File: src/rtl/bitstream_decoder.sv
// Serial packet decoder: shifts LSB-first PID/ADDR/ENDP/DATA fields in on each
// qualified bit, validates PID and length, and publishes fields on good packets.
module bitstream_decoder (
  input  logic        clk,
  input  logic        rst,
  input  logic        inb,
  input  logic        receiving,
  input  logic        pause,
  output logic [3:0]  pid,
  output logic [6:0]  addr,
  output logic [3:0]  endp,
  output logic [63:0] data,
  output logic        pktvalid,
  output logic        pkterr,
  output logic        busy
);

  typedef enum logic [2:0] {S_IDLE, S_PID, S_ADDR, S_ENDP, S_DATA, S_WAIT} state_e;

  localparam logic [3:0] PID_OUT   = 4'b0001;
  localparam logic [3:0] PID_IN    = 4'b1001;
  localparam logic [3:0] PID_DATA0 = 4'b0011;
  localparam logic [3:0] PID_ACK   = 4'b0010;
  localparam logic [3:0] PID_NAK   = 4'b1010;

  state_e      state_q, state_d;
  logic [6:0]  cnt_q, cnt_d;
  logic [7:0]  pid_sr_q, pid_sr_d;
  logic [6:0]  addr_sr_q, addr_sr_d;
  logic [3:0]  endp_sr_q, endp_sr_d;
  logic [63:0] data_sr_q, data_sr_d;
  logic [3:0]  pid_q, pid_d;
  logic [6:0]  addr_q, addr_d;
  logic [3:0]  endp_q, endp_d;
  logic [63:0] data_q, data_d;
  logic        pktvalid_q, pktvalid_d;
  logic        pkterr_q, pkterr_d;

  logic        bit_en;
  logic [7:0]  pid_shift;
  logic [6:0]  addr_shift;
  logic [3:0]  endp_shift;
  logic [63:0] data_shift;
  logic        pid_ok;

  // Fields arrive LSB first, so new bits enter at the MSB and walk down.
  assign bit_en     = receiving & ~pause;
  assign pid_shift  = {inb, pid_sr_q[7:1]};
  assign addr_shift = {inb, addr_sr_q[6:1]};
  assign endp_shift = {inb, endp_sr_q[3:1]};
  assign data_shift = {inb, data_sr_q[63:1]};
  assign pid_ok     = (pid_shift[7:4] == ~pid_shift[3:0]);

  always_ff @(posedge clk) begin
    if (rst) begin
      state_q    <= S_IDLE;
      cnt_q      <= '0;
      pid_sr_q   <= '0;
      addr_sr_q  <= '0;
      endp_sr_q  <= '0;
      data_sr_q  <= '0;
      pid_q      <= '0;
      addr_q     <= '0;
      endp_q     <= '0;
      data_q     <= '0;
      pktvalid_q <= 1'b0;
      pkterr_q   <= 1'b0;
    end else begin
      state_q    <= state_d;
      cnt_q      <= cnt_d;
      pid_sr_q   <= pid_sr_d;
      addr_sr_q  <= addr_sr_d;
      endp_sr_q  <= endp_sr_d;
      data_sr_q  <= data_sr_d;
      pid_q      <= pid_d;
      addr_q     <= addr_d;
      endp_q     <= endp_d;
      data_q     <= data_d;
      pktvalid_q <= pktvalid_d;
      pkterr_q   <= pkterr_d;
    end
  end

  always_comb begin
    state_d    = state_q;
    cnt_d      = cnt_q;
    pid_sr_d   = pid_sr_q;
    addr_sr_d  = addr_sr_q;
    endp_sr_d  = endp_sr_q;
    data_sr_d  = data_sr_q;
    pid_d      = pid_q;
    addr_d     = addr_q;
    endp_d     = endp_q;
    data_d     = data_q;
    pktvalid_d = 1'b0;
    pkterr_d   = 1'b0;
    case (state_q)
      S_IDLE: begin
        if (bit_en) begin
          state_d  = S_PID;
          cnt_d    = 7'd1;
          pid_sr_d = pid_shift;
        end
      end
      S_PID, S_ADDR, S_ENDP, S_DATA: begin
        // Link dropped mid-packet: abandon whatever was shifted so far.
        if (!receiving) begin
          state_d  = S_IDLE;
          cnt_d    = '0;
          pkterr_d = 1'b1;
        end else if (bit_en) begin
          cnt_d = cnt_q + 7'd1;
          case (state_q)
            S_PID: begin
              pid_sr_d = pid_shift;
              if (cnt_q == 7'd7) begin
                cnt_d   = '0;
                state_d = S_WAIT;
                if (!pid_ok) begin
                  pkterr_d = 1'b1;
                end else begin
                  case (pid_shift[3:0])
                    PID_OUT, PID_IN: state_d = S_ADDR;
                    PID_DATA0:       state_d = S_DATA;
                    PID_ACK, PID_NAK: begin
                      pktvalid_d = 1'b1;
                      pid_d      = pid_shift[3:0];
                    end
                    default:         pkterr_d = 1'b1;
                  endcase
                end
              end
            end
            S_ADDR: begin
              addr_sr_d = addr_shift;
              if (cnt_q == 7'd6) begin
                cnt_d   = '0;
                state_d = S_ENDP;
              end
            end
            S_ENDP: begin
              endp_sr_d = endp_shift;
              if (cnt_q == 7'd3) begin
                cnt_d      = '0;
                state_d    = S_WAIT;
                pktvalid_d = 1'b1;
                pid_d      = pid_sr_q[3:0];
                addr_d     = addr_sr_q;
                endp_d     = endp_shift;
              end
            end
            default: begin
              data_sr_d = data_shift;
              if (cnt_q == 7'd63) begin
                cnt_d      = '0;
                state_d    = S_WAIT;
                pktvalid_d = 1'b1;
                pid_d      = pid_sr_q[3:0];
                data_d     = data_shift;
              end
            end
          endcase
        end
      end
      S_WAIT: begin
        if (!receiving) state_d = S_IDLE;
      end
      default: state_d = S_IDLE;
    endcase
  end

  always_comb begin
    busy = (state_q != S_IDLE) && (state_q != S_WAIT);
  end

  assign pid      = pid_q;
  assign addr     = addr_q;
  assign endp     = endp_q;
  assign data     = data_q;
  assign pktvalid = pktvalid_q;
  assign pkterr   = pkterr_q;

endmodule

File: config.mk
export PLATFORM = sky130hd
export DESIGN_NAME = bitstream_decoder
export DESIGN_NICKNAME = d
export VERILOG_FILES = /design/src/rtl/bitstream_decoder.sv
export SDC_FILE = /design/constraint.sdc
export NUM_CORES = 1
export LEC_CHECK = 0
export CORE_MARGIN = 4
export CORE_UTILIZATION = 44
export DETAILED_ROUTE_END_ITERATION = 16
export PLACE_DENSITY = 0.69
export SYNTH_ARGS = -nofsm -noshare
export SYNTH_HDL_FRONTEND = slang
export SYNTH_SLANG_ARGS = --single-unit
export TNS_END_PERCENT = 100
File: constraint.sdc
create_clock -name clk -period 6.9 [get_ports clk]
set_clock_uncertainty 0.2 [all_clocks]
set_input_delay 1.38 -clock clk [delete_from_list [all_inputs] [get_ports clk]]
set_output_delay 1.38 -clock clk [all_outputs]
set_load 0.02 [all_outputs]
==> flow_summary.yaml, run 1 <==
run_status:
  status: "finished clean"
setup_path:
  reg2reg_from: "state_q[2]"
  crit_top_cell: "buf_4"
  cp-end-kind: "register"
  critPathTopFamily: "buffers and inverters"
  path_class: "in2reg"
  r2r.worst_path.cells: 7
  crit_arrival_ns: 4.01
  slowest_delay_ns: 0.64
  rrSetupSlack_ns: 4.07
  critPathMaxFanout: 64
  path_buf_inv: 3
  crit_path_start_kind: "input port"
  rr_endpoint: "data[53]"
  crit_path_start: "receiving"
  crit_chain: "clkdlybuf4s50_1 -> nand2b_1 -> or3_2 -> buf_4 -> nor3_4 -> buf_4 -> nand2_1 -> a21oi_2"
  required_ns: 7.04
  slowest_stage: "clkdlybuf4s50_1"
clock_tree:
  h-tree-depth: 4
  cts_hold_buf: 0
  insertion_delay_ns: 0.42
  cts.repair.resized: 0
  cts.sinks: 172
  path_clk_slew_ns: 0.06
  post_cts_buffers: 0
  cts_tree: "built"
  clock_path_buffers: 2
  cts_root_buffer: "clkbuf_16"
  numCtsBuffers: 17
placement:
  place_congestion: 0.857
  post-dp-hpwl_um: 8670
  port_buffers: 86
  pre_cts_slack_ns: 2.59
logic_synthesis:
  synth_commonest_cells: "304 x nand2_1, 172 x dfxtp_1, 114 x a21oi_1, 44 x clkbuf_1, 39 x a21oi_2"
  synth_cell_type_count: 51
  syn_nets: 830
  synth.most_common_cell: "nand2_1"
  avgSynthCellArea_sq_um: 8.14
  netlist_instances: 823
  yosysTopAreaCell: "dfxtp_1"
  ys_seq_area_frac: 0.514
  yosysTopAreaCellShare: 0.514
  ys_top_cells_by_area: "dfxtp_1 51%, nand2_1 17%, a21oi_1 8.5%"
  ys_ff_latch: 172
  synthFlopType: "dfxtp_1"
  async_flop_share: 0
  netlist_area_sq_mm: 0.00670
  yosysWarningCount: 0
  synth_edf_count: 0
hold_path:
  min_to: "data[0]"
  whs_path_depth: 2
  hold_path.class: "reg2reg"
  min-delay-start: "data_sr_q[1]"
grt:
  grt_start_max_net_pins: 86
  grt_pass1_vias: 5039
  grt-ovfl-total: 0
  track_usage: 0.168
  grt_first_pass_wirelength_um: 24300
  antenna_found_initial: 0
floorplan:
  io_pins: 87
  core_area_sq_mm: 0.0147
  fp.dieW_um: 131
  start_util: 0.456
  die-area_sq_mm: 0.0173
  dieHeight_um: 131
  num_rows: 44
routing:
  wl_um: 14400
  drtIter0Drc: 334
  vias_per_cell: 5.10
  vias: 5461
  route.antenna.remaining_nets: 0
  drc: 0
  first_pass_iters: 5
  avgRoutedWirePerCell_um: 13.4
cells_and_area:
  drive_gt1_frac: 0.0892
  layout.area.seq_sq_mm: 0.00344
  multi_input_area_sq_mm: 0.00297
  antennaDiodeCount: 0
  area_growth_pct: 21.3
  final_nets: 883
  fillers: 1384
timing:
  worst_pin_slew_ns: 1.01
  setup-violations-final: 0
  fin_ws_ns: 3.03
  rsz0062_at_grt: "no"
  timing.slew.headroom: 0.325
  hold_violations: 0
  tns_ns: 0
  fin_crit_sh: 0.561
  finalMaxSlewViolations: 0
  clock.fmax_mhz: 258
  min_period_ns: 3.87
power:
  power_switching_mw: 0.418
  power.internal_mw: 1.55
  p_sw_frac: 0.212
  combPwrFrac: 0.032
  irDropWorstVdd_mv: 0.198
  powerDensity_mw_per_mm2: 242
  power_frac_seq: 0.509
  clockPowerShare: 0.459
  p_leak_nw: 2.61
run:
  max_cap_violations: 0
flip-flops by register name, summed over array words and instances (netlist names):
| register | flops |
|---|---|
| addr | 7 |
| addr_sr_q | 7 |
| cnt_q | 7 |
| data | 64 |
| data_sr_q | 63 |
| endp | 4 |
| endp_sr_q | 3 |
| pid | 4 |
| pid_sr_q | 8 |
| pkterr | 1 |
| pktvalid | 1 |
| state_q | 3 |
worst reg2reg max path, stage by stage (launching register included):
cell and delay [ns]:
dfxtp_1 0.64, nand2b_1 0.25, or3_2 0.45, buf_4 0.34, nor3_4 0.22, buf_4 0.39
nand2_1 0.13, a21oi_2 0.13
stage by stage:
step	hold WS (ns)	power, mW	std cells	cell area [sq um]	util
2_1_floorplan	0.231	1.07	823	6700	-
3_3_place_gp	0.241	1.09	1041	7560	0.515
3_5_place_dp	0.245	1.09	1041	7560	0.515
4_1_cts	0.254	1.99	1070	8120	0.553
5_1_grt	0.273	2.04	1070	8120	0.553
6_report	0.251	1.97	1070	8120	0.553
power by group through the flow:
stage	clock network (mW)	logic [mW]	registers (mW)
after global placement	0	0.0627	1.02
after CTS	0.925	0.0626	1.00
after floorplan	0	0.0523	1.02
after global routing	0.964	0.0694	1.00
final	0.904	0.0626	1.00
after detailed placement	0	0.0625	1.02
per-layer routing:
metal / global-route usage / vias to the layer above / wire, um
met1: 0.220 / 2519 / 6790
met5: 0 / - / 0
met3: 0.0390 / 14 / 664
met2: 0.266 / 114 / 6670
li1: - / 2814 / -
met4: 0.0753 / 0 / 259
layout make-up:
| class | count | share of cell area |
|---|---|---|
| multi-input cells | 590 | 0.366 |
| clock buffers | 23 | 0.0613 |
| well taps | 184 | 0.0283 |
| flip-flops and latches | 172 | 0.424 |
| repair buffers | 92 | 0.112 |
| clock inverters | 6 | 0.00770 |
| inverters | 3 | 0.00139 |
kinds of logic (layout without fill, tap and decap cells):
family,count (synthesis),in the layout,synth area share
xor gates and xnor gates,5,5,0.00654
muxes,14,14,0.0209
buffers and inverters,61,124,0.0437
adders and majority gates,2,2,0.00374
and+or+nand+nor,385,385,0.242
AOI/OAI and AO/OA,184,184,0.169
DFF,172,172,0.514
worst max path at each step:
stage | depth (start not counted) | endpoint | slack, ns
4_1_cts | 8 | data[53] | 3.02
3_3_place_gp | 8 | data[53] | 2.66
6_report | 8 | data[53] | 3.03
2_1_floorplan | 9 | data[11] | 3.75
3_5_place_dp | 8 | data[53] | 2.59
5_1_grt | 8 | data[60] | 2.80
layout by cell type, fill, tap and decap left out, drive strengths merged, types with 4 or more instances in the layout:
| master | Yosys | routed |
|---|---|---|
| xor2 | 4 | 4 |
| nor2 | 25 | 25 |
| clkdlybuf4s50 | 0 | 85 |
| mux2i | 14 | 14 |
| nor2b | 4 | 4 |
| o21ai | 10 | 10 |
| nor3 | 8 | 8 |
| nand3 | 5 | 5 |
| dfxtp | 172 | 172 |
| nand4 | 4 | 4 |
| or3 | 9 | 9 |
| a21oi | 153 | 153 |
| nand2 | 304 | 304 |
| buf | 14 | 7 |
| clkbuf | 44 | 23 |
| nand2b | 7 | 7 |
| a211oi | 4 | 4 |
Note: power is estimated with default switching activity, not from simulation.
==> run 2, diff against run 1 <==
Clock period 6.9 ns to 3.9 ns, I/O delays scaled along.
==> run 2 against run 1 <==
Worst hold slack improved by 0.0029 ns. Total power grew 74%. Design area is essentially flat. Routed wire length is 0.33% higher. Register-to-register slack lost 2.8 ns. First-iteration DRC count is 42% higher. Sequential share of layout area hardly changed. Sequential power is 77% higher. Global-route usage fell by 0.074 points. Die area unchanged. Critical path type is now reg2out.
==> flow_summary.yaml, run 2 (synthesis results as in run 1) <==
setup_path:
  required_ns: 2.92
  slowest_delay_ns: 0.76
  path_class: "reg2out"
  critPathMaxFanout: 20
  crit_chain: "nor2b_1 -> or3_1 -> clkdlybuf4s50_1"
  cp-end-kind: "output port"
  crit_arrival_ns: 2.18
  slowest_stage: "dfxtp_1"
  crit_path_start_kind: "register"
cells_and_area:
  largest_register_ffs: 64
  final_util: 0.553
  final_nets: 883
  fin_cells: 1070
  area_growth_pct: 21.4
  mostFrequentLayoutCells: "303 x nand2_1, 172 x dfxtp_1, 114 x a21oi_1, 85 x clkdlybuf4s50_1, 39 x a21oi_2"
  antennaDiodeCount: 0
  drive_gt1_frac: 0.0880
  mostFrequentLayoutCell: "nand2_1"
  final_area_sq_mm: 0.00813
routing:
  route.antenna.remaining_nets: 0
  avgRoutedWirePerCell_um: 13.5
  first_pass_iters: 4
  wl_um: 14400
  vias: 5463
  drtIter0Drc: 475
  vias_per_cell: 5.11
  drc: 0
placement:
  post-dp-hpwl_um: 8530
  port_buffers: 86
  place_inst: 1041
  place_congestion: 0.841
  placedInstanceArea_sq_mm: 0.00760
  pre_cts_slack_ns: 0.658
timing:
  fin_crit_sh: 0.809
  rsz0062_at_grt: "no"
  timing.slew.headroom: 0.454
  hold_violations: 0
  finalMaxSlewViolations: 0
  worst_pin_slew_ns: 0.812
  setup-violations-final: 0
  clock.fmax_mhz: 317
  tns_ns: 0
  fin_ws_ns: 0.744
  hold-worst-slack_ns: 0.254
  min_period_ns: 3.16
clock_tree:
  h-tree-depth: 4
  cts_root_buffer: "clkbuf_16"
  insertion_delay_ns: 0.42
  path_clk_slew_ns: 0.06
  cts.repair.resized: 0
  cts.sinks: 172
  clock_path_buffers: 2
  post_cts_buffers: 0
  numCtsBuffers: 17
  cts_hold_buf: 0
  cts_tree: "built"
power:
  clockPowerShare: 0.447
  irDropWorstVdd_mv: 0.297
  power_switching_mw: 0.750
  power.internal_mw: 2.67
  p_leak_nw: 2.62
  power_frac_seq: 0.519
  powerDensity_mw_per_mm2: 420
  power.total_mw: 3.42
  combPwrFrac: 0.034
  p_sw_frac: 0.220
floorplan:
  core_area_sq_mm: 0.0147
  fp.dieW_um: 131
  dieHeight_um: 131
  io_pins: 87
  num_rows: 44
  start_util: 0.456
  die-area_sq_mm: 0.0173
grt:
  grt_start_max_net_pins: 99
  antenna_found_initial: 0
  grt_pass1_vias: 4975
  grt-ovfl-total: 0
  track_usage: 0.167
  grt_first_pass_wirelength_um: 24500
run_status:
  status: "finished clean"
hold_path:
  hold_path.class: "reg2reg"
run:
  max_cap_violations: 0
==> run 2: cell count changes in the layout (fill, tap and decap cells not counted), sizes merged <==
| cell | change |
|---|---|
| bufinv | -1 |
| clkinv | +3 |
| clkinvlp | -2 |
==> run 2: per-layer routing <==
| metal | wire [um] | vias to the layer above | track usage |
|---|---|---|---|
| met5 | 0 | - | 0 |
| met4 | 236 | 0 | 0.0595 |
| met3 | 487 | 22 | 0.0390 |
| met2 | 6420 | 102 | 0.251 |
| met1 | 7280 | 2520 | 0.237 |
| li1 | - | 2819 | - |
==> run 2: final cells by class <==
| type | count | area [sq um] |
|---|---|---|
| clock inverter | 6 | 40.0 |
| multi-input combinational | 590 | 2970 |
| clock buffer | 23 | 488 |
| inverter | 3 | 11.3 |
| fill | 1402 | 6570 |
| timing repair buffer | 92 | 945 |
| sequential | 172 | 3440 |
| tap | 184 | 230 |
==> run 2: power by group through the flow <==
stage / clock network, mW / registers (mW) / logic [mW]
after CTS: 1.56 / 1.77 / 0.114
after global placement: 0 / 1.81 / 0.114
after global routing: 1.64 / 1.77 / 0.126
after detailed placement: 0 / 1.81 / 0.113
after floorplan: 0 / 1.81 / 0.0925
final: 1.53 / 1.77 / 0.115
==> run 2: path summary, 6_finish.rpt <==
| kind | endpoint | slack (ns) | depth (start not counted) | startpoint |
|---|---|---|---|---|
| worst max-delay path | busy | 0.74 | 3 | state_q[0] |
| worst min-delay path | data[0] | 0.25 | 2 | data_sr_q[1] |
| worst max register to register | pid[1] | 1.23 | 5 | state_q[0] |
| worst min register to register | data[0] | 0.25 | 2 | data_sr_q[1] |
==> run 2: critical path, delay by kind of cell (launching register included) <==
| kind | cells | cell delay (ns) |
|---|---|---|
| AND/OR/NAND/NOR | 2 | 0.40 |
| buffers and inverters | 1 | 0.60 |
| flip-flops | 1 | 0.76 |
